`src/rtl/grid_pkg.sv`:
```
// Shared constants, FSM state type and cell addressing for the grid stream transmitter.
package grid_pkg;

    localparam int unsigned GRID_N     = 5;
    localparam int unsigned CELLS_TX   = 23;
    localparam int unsigned PATH_BEATS = 7;

    typedef enum logic [2:0] {
        S_IDLE,
        S_SEND,
        S_WAIT,
        S_RECV,
        S_DONE
    } state_t;

    // Row-major cell index y*GRID_N+x; 4*5+4 = 24 fits in 5 bits.
    function automatic logic [4:0] cell_idx(input logic [2:0] x, input logic [2:0] y);
        return 5'(y) * 5'(GRID_N) + 5'(x);
    endfunction

endpackage

```
`src/rtl/grid_stream_tx_if.sv`:
```
// CHIP-facing stream: cost cells out, path beats back.
interface grid_stream_tx_if #(
    parameter int unsigned DATA_W = 8,
    parameter int unsigned SUM_W  = 16
);
    logic              IN_VALID;
    logic [DATA_W-1:0] IN_DATA;
    logic              OUT_VALID;
    logic [3:0]        OUT_DATA_X;
    logic [3:0]        OUT_DATA_Y;
    logic [SUM_W-1:0]  OUT_DATA_SUM;

    modport master (
        output IN_VALID, IN_DATA,
        input  OUT_VALID, OUT_DATA_X, OUT_DATA_Y, OUT_DATA_SUM
    );

    modport slave (
        input  IN_VALID, IN_DATA,
        output OUT_VALID, OUT_DATA_X, OUT_DATA_Y, OUT_DATA_SUM
    );
endinterface

```
`src/rtl/grid_path_checker.sv`:
```
// Path beat legality and capture counters (step count, last sum, previous coordinate).
module grid_path_checker
    import grid_pkg::*;
#(
    parameter int unsigned SUM_W = 16
) (
    input  logic             clk_i,
    input  logic             rst_ni,
    input  logic             clr_i,
    input  logic             beat_i,
    input  logic [3:0]       x_i,
    input  logic [3:0]       y_i,
    input  logic [SUM_W-1:0] sum_i,
    output logic             beat_ok_o,
    output logic             path_ok_o,
    output logic [3:0]       step_cnt_o,
    output logic [SUM_W-1:0] last_sum_o
);

    logic [3:0]       px_q, py_q, step_q;
    logic [SUM_W-1:0] last_q;
    logic [3:0]       diag_new, diag_want;

    // A beat must advance one diagonal, move only right/down, stay on the grid
    // and never decrease the running sum (except the first beat).
    always_comb begin
        diag_new  = x_i + y_i;
        diag_want = px_q + py_q + 4'd1;
        beat_ok_o = (diag_new == diag_want)
                 && (x_i >= px_q) && (y_i >= py_q)
                 && (x_i <= 4'(GRID_N - 1)) && (y_i <= 4'(GRID_N - 1))
                 && ((step_q == 4'd0) || (sum_i >= last_q));
        // Starting from (0,0), each legal step adds one to X+Y, so the
        // required end diagonal equals the required beat count.
        path_ok_o = (step_q == 4'(PATH_BEATS)) && ((px_q + py_q) == 4'(PATH_BEATS));
    end

    // Capture registers: cleared on START, updated on every accepted beat.
    always_ff @(posedge clk_i or negedge rst_ni) begin
        if (!rst_ni) begin
            px_q   <= '0;
            py_q   <= '0;
            step_q <= '0;
            last_q <= '0;
        end else if (clr_i) begin
            px_q   <= '0;
            py_q   <= '0;
            step_q <= '0;
            last_q <= '0;
        end else if (beat_i) begin
            px_q   <= x_i;
            py_q   <= y_i;
            last_q <= sum_i;
            if (step_q != 4'hF) begin
                step_q <= step_q + 4'd1;
            end
        end
    end

    assign step_cnt_o = step_q;
    assign last_sum_o = last_q;

endmodule

```
`src/rtl/grid_stream_tx.sv`:
```
// Host-side CHIP driver: streams 23 non-corner grid cells, then captures and
// validates the returned path beats with a per-gap timeout.
module grid_stream_tx
    import grid_pkg::*;
#(
    parameter int unsigned DATA_W  = 8,
    parameter int unsigned SUM_W   = 16,
    parameter int unsigned TIMEOUT = 64
) (
    input  logic              CLK,
    input  logic              RESET_N,
    input  logic              CFG_WE,
    input  logic [4:0]        CFG_ADDR,
    input  logic [DATA_W-1:0] CFG_DATA,
    input  logic              START,
    output logic              BUSY,
    grid_stream_tx_if.master  chip,
    output logic              DONE,
    output logic              ERR,
    output logic              TMO,
    output logic [SUM_W-1:0]  LAST_SUM,
    output logic [3:0]        STEP_CNT
);

    localparam int unsigned TMO_W = $clog2(TIMEOUT + 1);
    localparam int unsigned NCELL = GRID_N * GRID_N;

    state_t            state_q;
    logic [DATA_W-1:0] grid_q [NCELL];
    logic              in_valid_q;
    logic [DATA_W-1:0] in_data_q;
    logic [2:0]        x_q, y_q, x_d, y_d;
    logic [TMO_W-1:0]  tmo_cnt_q;
    logic              busy_q, done_q, err_q, tmo_q, vld_prev_q;
    logic              cfg_ok, kick, last_tx, tmo_hit, capture, beat_ok, path_ok;
    logic [DATA_W-1:0] first_data;

    assign cfg_ok  = CFG_WE && (state_q == S_IDLE)
                  && (CFG_ADDR != 5'd0) && (CFG_ADDR <= 5'(CELLS_TX));
    assign kick    = START && ((state_q == S_IDLE) || (state_q == S_DONE));
    assign capture = chip.OUT_VALID && ((state_q == S_WAIT) || (state_q == S_RECV));
    assign tmo_hit = (tmo_cnt_q == TMO_W'(TIMEOUT - 1));
    assign last_tx = (x_q == 3'(GRID_N - 2)) && (y_q == 3'(GRID_N - 1));

    // Next streamed coordinate in row-major order; corners are skipped by the
    // start point (1,0) and the end point (3,4).
    always_comb begin
        x_d = x_q + 3'd1;
        y_d = y_q;
        if (x_q == 3'(GRID_N - 1)) begin
            x_d = '0;
            y_d = y_q + 3'd1;
        end
        // A write landing on the same edge as START must reach the first beat.
        first_data = grid_q[cell_idx(3'd1, 3'd0)];
        if (cfg_ok && (CFG_ADDR == cell_idx(3'd1, 3'd0))) begin
            first_data = CFG_DATA;
        end
    end

    // Grid store; only the streamed cells are writable, corners stay zero.
    always_ff @(posedge CLK or negedge RESET_N) begin
        if (!RESET_N) begin
            for (int unsigned i = 0; i < NCELL; i++) begin
                grid_q[i] <= '0;
            end
        end else if (cfg_ok) begin
            grid_q[CFG_ADDR] <= CFG_DATA;
        end
    end

    // Control FSM with stream sequencer and timeout counter.
    always_ff @(posedge CLK or negedge RESET_N) begin
        if (!RESET_N) begin
            state_q    <= S_IDLE;
            in_valid_q <= 1'b0;
            in_data_q  <= '0;
            x_q        <= '0;
            y_q        <= '0;
            tmo_cnt_q  <= '0;
            busy_q     <= 1'b0;
            done_q     <= 1'b0;
            err_q      <= 1'b0;
            tmo_q      <= 1'b0;
            vld_prev_q <= 1'b0;
        end else begin
            vld_prev_q <= chip.OUT_VALID;
            unique case (state_q)
                S_IDLE, S_DONE: begin
                    if (kick) begin
                        state_q    <= S_SEND;
                        in_valid_q <= 1'b1;
                        in_data_q  <= first_data;
                        x_q        <= 3'd1;
                        y_q        <= 3'd0;
                        busy_q     <= 1'b1;
                        done_q     <= 1'b0;
                        err_q      <= 1'b0;
                        tmo_q      <= 1'b0;
                    end
                end
                S_SEND: begin
                    if (last_tx) begin
                        state_q    <= S_WAIT;
                        in_valid_q <= 1'b0;
                        in_data_q  <= '0;
                        tmo_cnt_q  <= '0;
                    end else begin
                        x_q       <= x_d;
                        y_q       <= y_d;
                        in_data_q <= grid_q[cell_idx(x_d, y_d)];
                    end
                end
                S_WAIT: begin
                    if (chip.OUT_VALID) begin
                        state_q   <= S_RECV;
                        tmo_cnt_q <= '0;
                        if (!beat_ok) err_q <= 1'b1;
                    end else if (tmo_hit) begin
                        state_q <= S_DONE;
                        busy_q  <= 1'b0;
                        done_q  <= 1'b1;
                        tmo_q   <= 1'b1;
                        err_q   <= 1'b1;
                    end else begin
                        tmo_cnt_q <= tmo_cnt_q + TMO_W'(1);
                    end
                end
                S_RECV: begin
                    if (chip.OUT_VALID) begin
                        tmo_cnt_q <= '0;
                        if (!beat_ok) err_q <= 1'b1;
                    end else if (vld_prev_q) begin
                        state_q <= S_DONE;
                        busy_q  <= 1'b0;
                        done_q  <= 1'b1;
                        if (!path_ok) err_q <= 1'b1;
                    end else if (tmo_hit) begin
                        state_q <= S_DONE;
                        busy_q  <= 1'b0;
                        done_q  <= 1'b1;
                        tmo_q   <= 1'b1;
                        err_q   <= 1'b1;
                    end else begin
                        tmo_cnt_q <= tmo_cnt_q + TMO_W'(1);
                    end
                end
                default: state_q <= S_IDLE;
            endcase
        end
    end

    grid_path_checker #(
        .SUM_W(SUM_W)
    ) u_chk (
        .clk_i      (CLK),
        .rst_ni     (RESET_N),
        .clr_i      (kick),
        .beat_i     (capture),
        .x_i        (chip.OUT_DATA_X),
        .y_i        (chip.OUT_DATA_Y),
        .sum_i      (chip.OUT_DATA_SUM),
        .beat_ok_o  (beat_ok),
        .path_ok_o  (path_ok),
        .step_cnt_o (STEP_CNT),
        .last_sum_o (LAST_SUM)
    );

    assign chip.IN_VALID = in_valid_q;
    assign chip.IN_DATA  = in_data_q;
    assign BUSY          = busy_q;
    assign DONE          = done_q;
    assign ERR           = err_q;
    assign TMO           = tmo_q;

endmodule

```
`src/flat_wrapper.sv`:
```
// flat-port wrapper written by rule: the top's interface ports become plain ports
module grid_stream_tx_flat import grid_pkg::*;
#(
    parameter int unsigned DATA_W  = 8,
    parameter int unsigned SUM_W   = 16,
    parameter int unsigned TIMEOUT = 64
)
  (CLK, RESET_N, CFG_WE, CFG_ADDR, CFG_DATA, START, BUSY, DONE, ERR, TMO, LAST_SUM, STEP_CNT, chip_IN_VALID, chip_IN_DATA, chip_OUT_VALID, chip_OUT_DATA_X, chip_OUT_DATA_Y, chip_OUT_DATA_SUM);
  grid_stream_tx_if #(.DATA_W(DATA_W), .SUM_W(SUM_W)) chip_i ();
  input  logic CLK;
  input  logic RESET_N;
  input  logic CFG_WE;
  input  logic [4:0] CFG_ADDR;
  input  logic [DATA_W-1:0] CFG_DATA;
  input  logic START;
  output logic BUSY;
  output logic DONE;
  output logic ERR;
  output logic TMO;
  output logic [SUM_W-1:0] LAST_SUM;
  output logic [3:0] STEP_CNT;
  output wire logic [$bits(chip_i.IN_VALID)-1:0] chip_IN_VALID;
  output wire logic [$bits(chip_i.IN_DATA)-1:0] chip_IN_DATA;
  input wire logic [$bits(chip_i.OUT_VALID)-1:0] chip_OUT_VALID;
  input wire logic [$bits(chip_i.OUT_DATA_X)-1:0] chip_OUT_DATA_X;
  input wire logic [$bits(chip_i.OUT_DATA_Y)-1:0] chip_OUT_DATA_Y;
  input wire logic [$bits(chip_i.OUT_DATA_SUM)-1:0] chip_OUT_DATA_SUM;
  assign chip_IN_VALID = chip_i.IN_VALID;
  assign chip_IN_DATA = chip_i.IN_DATA;
  assign chip_i.OUT_VALID = chip_OUT_VALID;
  assign chip_i.OUT_DATA_X = chip_OUT_DATA_X;
  assign chip_i.OUT_DATA_Y = chip_OUT_DATA_Y;
  assign chip_i.OUT_DATA_SUM = chip_OUT_DATA_SUM;
  grid_stream_tx #(.DATA_W(DATA_W), .SUM_W(SUM_W), .TIMEOUT(TIMEOUT)) u_core (.CLK(CLK), .RESET_N(RESET_N), .CFG_WE(CFG_WE), .CFG_ADDR(CFG_ADDR), .CFG_DATA(CFG_DATA), .START(START), .BUSY(BUSY), .chip(chip_i), .DONE(DONE), .ERR(ERR), .TMO(TMO), .LAST_SUM(LAST_SUM), .STEP_CNT(STEP_CNT));
endmodule
```
`config.mk`:
```
export PLATFORM = sky130hd
export DESIGN_NAME = grid_stream_tx_flat
export DESIGN_NICKNAME = d
export VERILOG_FILES = /design/src/rtl/grid_pkg.sv /design/src/rtl/grid_stream_tx_if.sv /design/src/rtl/grid_path_checker.sv /design/src/rtl/grid_stream_tx.sv /design/src/flat_wrapper.sv
export SDC_FILE = /design/constraint.sdc
export NUM_CORES = 1
export LEC_CHECK = 0
export BUFFER_PORTS_ARGS = -buffer_cell sky130_fd_sc_hd__buf_2
export CORE_UTILIZATION = 61
export DETAILED_ROUTE_END_ITERATION = 8
export HOLD_SLACK_MARGIN = 0.06
export PLACE_DENSITY = 0.92
export SLEW_MARGIN = 10
export SYNTH_ARGS = -nofsm -noshare
export SYNTH_HDL_FRONTEND = slang
export SYNTH_SLANG_ARGS = --single-unit
```
`constraint.sdc`:
```
create_clock -name CLK -period 5.3 [get_ports CLK]
set_input_delay 0.265 -clock CLK [delete_from_list [all_inputs] [get_ports CLK]]
set_output_delay 0.265 -clock CLK [all_outputs]
set_load 0.005 [all_outputs]
```
==> impl_results.md, run 1 <==
* VDD IR max at about 0.00047 V
* Critical path class: reg2reg
* Distinct cells, synth at 59
* Pleak at just over 0.007 uW
* Yosys top cell area share at 0.508
* Main synth FF type: dfrtp_1
* Drt total wl at between 20 and 30 mm
* Initial antenna violation count at 0
* Fin crit share at 0.819
* Mapped Area at roughly 13,000 um2
* Cts repair resizes at 0
* Cell Pwr Density at around 500 nW/um2
* Worst-Skew Late Latency at 0.53 ns
* H-tree levels at 1
* ANT nets after route at 0
* Multi-input logic area at just under 6000 um2
* Worst setup startpoint: u_core.x_q[0]
* Vias in the first global route at between 8,000 and 9,000
* Final setup violation count at 0
* Die Y at around 150 um
* Dpl hpwl at between 15 and 20 mm
* Worst-Margin Slew at ~0.97 ns
* GPL Wtd Cong at ~0.9
* Setup TNS at 0 ns
* First-pass GRT wire length at 47.6 mm
* CTS tree: yes
* Clk slew on worst S/H paths at ~0.06 ns
* #FFs+latches synth at 258
* Async set or reset register ratio after synthesis at 1.00
* PnR worst setup slack at just under 1 ns
* Reg2Reg Depth at 15
* Nets at ~1,100
* Number of synthesized flops with an enable pin at 0
* Mapped Nets at roughly 1,000
* Clock sinks at ~260
* Most common cell in the netlist: dfrtp_1
* Slew Limit Headroom at 0.354
* Ys Warns at 0
* R2R Path End: u_core.chip.IN_DATA[0]
* Post-DP Area at roughly 13,000 um2
* Root Driver: clkbuf_16
* Initial DRC Count at 673
* Die area at between 20,000 and 25,000 um2
* Synth top cells by count: dfrtp_1 (258), mux2_2 (184), nand2_1 (54)
* Pin count of the biggest net entering global routing at between 100 and 150
* Flip-flop and latch area at between 6000 and 7000 um2
* Layout fillers at ~1,200
* Skew final at between 0.01 and 0.015 ns
* Crit path to: u_core.chip.IN_DATA[0]
* Setup slack, reg-to-reg at around 0.96 ns
* Drt pass-1 iters at 5
* TritonCTS buffer count at 27
* CP endpoint kind: flop
* CP arrival at around 4.8 ns
* Outcome: finished, final reports clean
* GRT overflow at 0
* Post-route insts no fill at between 1,000 and 1,500
* Place WS at 1.02 ns
* Finished Core Util at 0.705
* Max Slew Vio Count at 0
* Max Freq at 0.231 GHz
* Share of cells above drive strength 1 at 0.370
* Antenna diodes at 0
* RR Startpoint: u_core.x_q[0]
* Fin area at 14,400 um2
* Synth area leader: dfrtp_1
* Area contributors post-synth: dfrtp_1 (51%), mux2_2 (16%), mux4_2 (8.5%), ha_1 (4.6%), a22o_1 (2.5%)
* Total of max-cap violations at 0
* Residual DRC at 0
* Mean routed wirelength per cell at approximately 23 um
* Synthesized instance count at around 950
* Number of top-level pins at between 70 and 80
* Area delta synth->final at 12.9%
* Hold Violations, Final at 0
* Total core area at 20,400 um2
* CTS max path bufs at 3
* CP Launch Type: flop
* Input/output buffers at 74
* Worst Path Max Fanout at 16
* GRT Overall Usage at 0.286
* Via/cell ratio at around 6.4
* Worst hold path type: in2reg
* RSZ-0062 raised after global routing: false
* Crit path time final at approximately 4.3 ns
* Starting Density at 0.624
* Avg Synthesized Cell Area at between 10 and 15 um2
* Placed cells at around 1,200
* Worst path required time at ~5.7 ns
* Seq/Total Area, Yosys at 0.508
* Row cnt at 52
* Vias at roughly 8,400
* Die W at between 100 and 150 um
-- cell type report --
class / instances / area share
well taps: 270 / 0.0235
multi-input cells: 578 / 0.405
repair buffers: 102 / 0.0458
flip-flops and latches: 258 / 0.450
clock buffers: 36 / 0.0529
clock inverters: 11 / 0.0111
inverters: 45 / 0.0118
-- sequential cells by signal (all words and copies together), names as in the netlist --
name / count
u_core.BUSY: 1
u_core.DONE: 1
u_core.ERR: 1
u_core.TMO: 1
u_core.chip.IN_DATA: 8
u_core.chip.IN_VALID: 1
u_core.grid_q: 200
u_core.state_q: 3
u_core.tmo_cnt_q: 7
u_core.u_chk.last_sum_o: 16
u_core.u_chk.px_q: 4
u_core.u_chk.py_q: 4
u_core.u_chk.step_cnt_o: 4
u_core.vld_prev_q: 1
u_core.x_q: 3
u_core.y_q: 3
-- worst max-delay path, cell delays in order (launching register included) --
cell and delay (ns):
dfrtp_1 0.42, inv_1 0.09, ha_1 0.17, and2_1 0.33, nand2_1 0.11, xor2_1 0.31
inv_1 0.09, ha_1 0.29, ha_1 0.34, fa_1 0.47, xnor2_2 0.29, and2_1 0.57
a22o_1 0.26, a21oi_1 0.05, mux2_2 0.28, o221ai_1 0.17
-- cell families (layout without fill, tap and decap cells) --
logic type / after synthesis / after routing / synth area share
AND/OR/NAND/NOR: 146 / 146 / 0.0642
XOR/XNOR: 20 / 20 / 0.0160
multiplexers: 242 / 242 / 0.256
AO/OA/AOI/OAI: 120 / 120 / 0.0697
adder cells (fa/ha/maj): 50 / 50 / 0.0510
buffers and inverters: 112 / 194 / 0.0356
flip-flops: 258 / 258 / 0.508
-- cell usage in the layout (no fill, tap or decap), types with 5 or more instances in the layout --
cell	count
dfrtp_1	258
mux2_2	184
buf_2	73
nand2_1	54
mux4_2	48
inv_1	45
ha_1	45
a22o_1	37
clkbuf_16	27
a21oi_1	24
dlygate4sd3_1	22
nor2_1	19
o21ai_0	13
nand3_1	13
xor2_1	10
mux2i_1	10
a221oi_1	9
nand2b_1	8
o221ai_1	8
xnor2_1	7
nor2_2	7
nor2b_1	6
clkinv_2	6
clkbuf_8	5
buf_4	5
-- repair_timing --
action | CTS | global route
setup endpoints to repair | 0 | 0
endpoints found under the hold margin | 150 | 0
hold buffers | 22 | 0
buffers inserted | 0 | 0
-- report_power, final --
group	leakage [uW]	switching (uW)	internal, uW
clock network	0.000458	775	1190
logic	0.00314	1520	1160
registers	0.00353	219	2230
total	0.00712	2520	4580
-- how the worst min path moves through the flow --
stage / from / to / slack [ns] / depth (start not counted)
floorplan: RESET_N / u_core.BUSY / -0.03 / 0
global placement: u_core.grid_q[198] / u_core.grid_q[198] / 0.36 / 0
detailed placement: u_core.grid_q[198] / u_core.grid_q[198] / 0.36 / 0
CTS: chip_OUT_DATA_Y[0] / u_core.u_chk.py_q[0] / 0.06 / 3
global route: chip_OUT_DATA_X[2] / u_core.u_chk.px_q[2] / 0.08 / 2
finish: START / u_core.chip.IN_VALID / 0.07 / 3
-- through the flow --
step           hold WS, ns  total power [uW]
5_1_grt             0.0806              7440
2_1_floorplan      -0.0306              4410
6_report            0.0750              7100
3_5_place_dp         0.363              5090
4_1_cts             0.0640              7080
3_3_place_gp         0.363              4990
-- metal layers --
layer	wire length, um	global-route usage
met1	11800	0.376
met2	14600	0.467
met3	2340	0.0672
met4	1080	0.104
met5	0	0
No activity file was read; power rests on OpenSTA's default activity.
==> inputs of run 2 (changes only) <==
clock period = 4.11 ns   (was 5.3 ns; I/O delays follow)
==> run 2 against run 1 <==
  * Critical path depth increased by 1
  * Fmax increased by 9.7%
  * Largest power group unchanged
  * Worst hold slack improved by 0.20 ns
  * Sequential power increased by 29%
  * Clock power increased by 22%
  * Via count increased by 1.3%
  * Highest routed layer unchanged
==> impl_results.md, run 2 (same netlist as run 1, synthesis figures left out) <==
* Die area at 21,400 um2 (unchanged)
* Cell Pwr Density at 634 nW/um2 (was 494 nW/um2)
* Max Freq at 0.253 GHz (was 0.231 GHz)
* Vias at 8,470 (was 8,359)
* Via/cell ratio at 6.46 (was 6.43)
* Drt total wl at 31.2 mm (was 29.8 mm)
* Critical path class: reg2reg (unchanged)
* GRT overflow at 0 (unchanged)
* Layout fillers at 1,209 (was 1,226)
* Largest register FFs at 200 (unchanged)
* Number of top-level pins at 75 (unchanged)
* Fin crit share at 0.962 (was 0.819)
* Vias in the first global route at 8,922 (was 8,663)
* CP Launch Type: flop (unchanged)
* Die W at 146 um (unchanged)
* Dpl hpwl at 20.0 mm (was 19.1 mm)
* VDD IR max at 0.000508 V (was 0.000471 V)
* Residual DRC at 0 (unchanged)
* Switching Share at 0.360 (was 0.354)
* Clock sinks at 258 (unchanged)
* RR Startpoint: u_core.x_q[0] (unchanged)
* Postcts setup bufs at 0 (unchanged)
* Total of max-cap violations at 0 (unchanged)
* Starting Density at 0.624 (unchanged)
* Row cnt at 52 (unchanged)
* Total core area at 20,400 um2 (unchanged)
* Sequential power share at 0.346 (was 0.345)
* Hold_ws at 0.277 ns (was 0.0750 ns)
* Root Driver: clkbuf_16 (unchanged)
* Slew Limit Headroom at 0.433 (was 0.354)
* H-tree levels at 1 (unchanged)
* Mean routed wirelength per cell at 23.8 um (was 22.9 um)
* Hold Violations, Final at 0 (unchanged)
* Clk slew on worst S/H paths at 0.07 ns (was 0.06 ns)
* CTS max path bufs at 3 (unchanged)
* Drt pass-1 iters at 5 (unchanged)
* Switch Pwr at 3300 uW (was 2520 uW)
* CP endpoint kind: flop (unchanged)
* CTS tree: yes (unchanged)
* Worst hold path type: in2async (was in2reg)
* Die Y at 146 um (unchanged)
* Cell internal pwr at 5860 uW (was 4580 uW)
* TritonCTS buffer count at 27 (unchanged)
* Setup slack, reg-to-reg at 0.16 ns (was 0.96 ns)
* Post-DP Area at 13,300 um2 (was 13,200 um2)
* GPL Wtd Cong at 0.914 (was 0.901)
* R2R Path End: u_core.chip.IN_DATA[1] (was u_core.chip.IN_DATA[0])
* Antenna diodes at 0 (unchanged)
* Combinational group share of total power at 0.393 (was 0.378)
* Flip-flop and latch area at 6460 um2 (unchanged)
* Reg2Reg Depth at 16 (was 15)
* Largest Register: u_core.grid_q (unchanged)
* Share of cells above drive strength 1 at 0.374 (was 0.370)
* Finished Core Util at 0.709 (was 0.705)
* Multi-input logic area at 5840 um2 (was 5820 um2)
* Fin area at 14,400 um2 (about the same)
* Pin count of the biggest net entering global routing at 103 (was 131)
* GRT Overall Usage at 0.302 (was 0.286)
* Worst Path Max Fanout at 16 (unchanged)
* ANT nets after route at 0 (unchanged)
* Crit path time final at 3.95 ns (was 4.34 ns)
* Area delta synth->final at 13.5% (was 12.9%)
* Initial DRC Count at 780 (was 673)
* Pleak at 0.00715 uW (was 0.00712 uW)
* Skew final at 0.0123 ns (was 0.0108 ns)
* Worst-Margin Slew at 0.845 ns (was 0.969 ns)
* Clock share of power at 0.262 (was 0.277)
* Max Slew Vio Count at 0 (unchanged)
* CP arrival at 4.38 ns (was 4.77 ns)
* Final setup violation count at 0 (unchanged)
* Worst-Skew Late Latency at 0.53 ns (about the same)
* Input/output buffers at 74 (unchanged)
* Initial antenna violation count at 0 (unchanged)
* Nets at 1,115 (was 1,104)
* First-pass GRT wire length at 50.1 mm (was 47.6 mm)
* Outcome: finished, final reports clean (unchanged)
* Most frequent cells in the layout: dfrtp_1 (258), mux2_2 (184), buf_2 (73), nand2_1 (54), mux4_2 (48) (unchanged)
* Commonest non-fill, non-tap cell in the layout: dfrtp_1 (unchanged)
* Worst path required time at 4.53 ns (was 5.73 ns)
[run 2: cell types whose count changed in the layout (fill, tap and decap cells not counted), sizes merged]
| cell | previous run | this run |
|---|---|---|
| buf | 80 | 86 |
| dlygate4sd3 | 22 | 27 |
| bufinv | 4 | 2 |
| clkinvlp | 0 | 1 |
| inv | 45 | 46 |
[run 2: worst max-delay path by stage]
stage                             start                      to  slack, ns  cells past startpoint
final                     u_core.x_q[0]  u_core.chip.IN_DATA[1]       0.16                     16
after global routing      u_core.x_q[0]  u_core.chip.IN_DATA[2]      -0.07                     16
after CTS                 u_core.x_q[0]  u_core.chip.IN_DATA[4]       0.07                     16
after detailed placement  u_core.x_q[0]  u_core.chip.IN_DATA[7]       0.21                     16
after global placement    u_core.x_q[0]  u_core.chip.IN_DATA[0]       0.40                     15
after floorplan           u_core.x_q[0]  u_core.chip.IN_DATA[6]       0.26                     18
[run 2: metrics by stage]
step	setup slack (ns)	power (uW)	std cells	TNS, ns
after floorplan	0.262	5690	948	0
after global placement	0.399	6510	1237	0
after detailed placement	0.213	6640	1237	0
after CTS	0.0683	9100	1311	0
after global routing	-0.0668	9580	1311	-0.158
final	0.157	9150	1311	0
[run 2: critical path, stage by stage, from the launching register on]
cell and delay [ns]:
dfrtp_1 0.41, inv_1 0.06, ha_1 0.20, and2_2 0.25, nand2_1 0.10, xor2_1 0.20
inv_1 0.08, ha_1 0.28, ha_1 0.34, fa_2 0.44, xnor2_4 0.26, nor2b_1 0.19
buf_4 0.24, a22o_1 0.21, a221oi_1 0.05, mux2_2 0.31, o221ai_1 0.22
[run 2: metal layers]
metal	up-vias	GRT usage	share of wire
met5	-	0	0
met4	0	0.102	0.037
met3	109	0.0644	0.079
met2	396	0.499	0.50
met1	4343	0.400	0.39
li1	3622	-	-
[run 2: area by class of cell]
type,instances,area share
inverters,45,0.0117
flip-flops and latches,258,0.447
multi-input cells,578,0.405
clock inverters,11,0.00772
well taps,270,0.0234
repair buffers,113,0.0531
clock buffers,36,0.0519
[run 2: timing repair]
item | in CTS | in global routing
hold buffers | 27 | 0
endpoints found under the hold margin | 126 | 0
endpoints found under the setup margin | 0 | 8
resized for setup | 0 | 4
[run 2: power by group through the flow]
| stage | logic [uW] | clock network, uW | registers, uW |
|---|---|---|---|
| 2_1_floorplan | 2590 | 0 | 3100 |
| 3_3_place_gp | 3350 | 0 | 3160 |
| 3_5_place_dp | 3460 | 0 | 3190 |
| 4_1_cts | 3540 | 2410 | 3150 |
| 5_1_grt | 3880 | 2510 | 3190 |
| 6_report | 3590 | 2400 | 3160 |
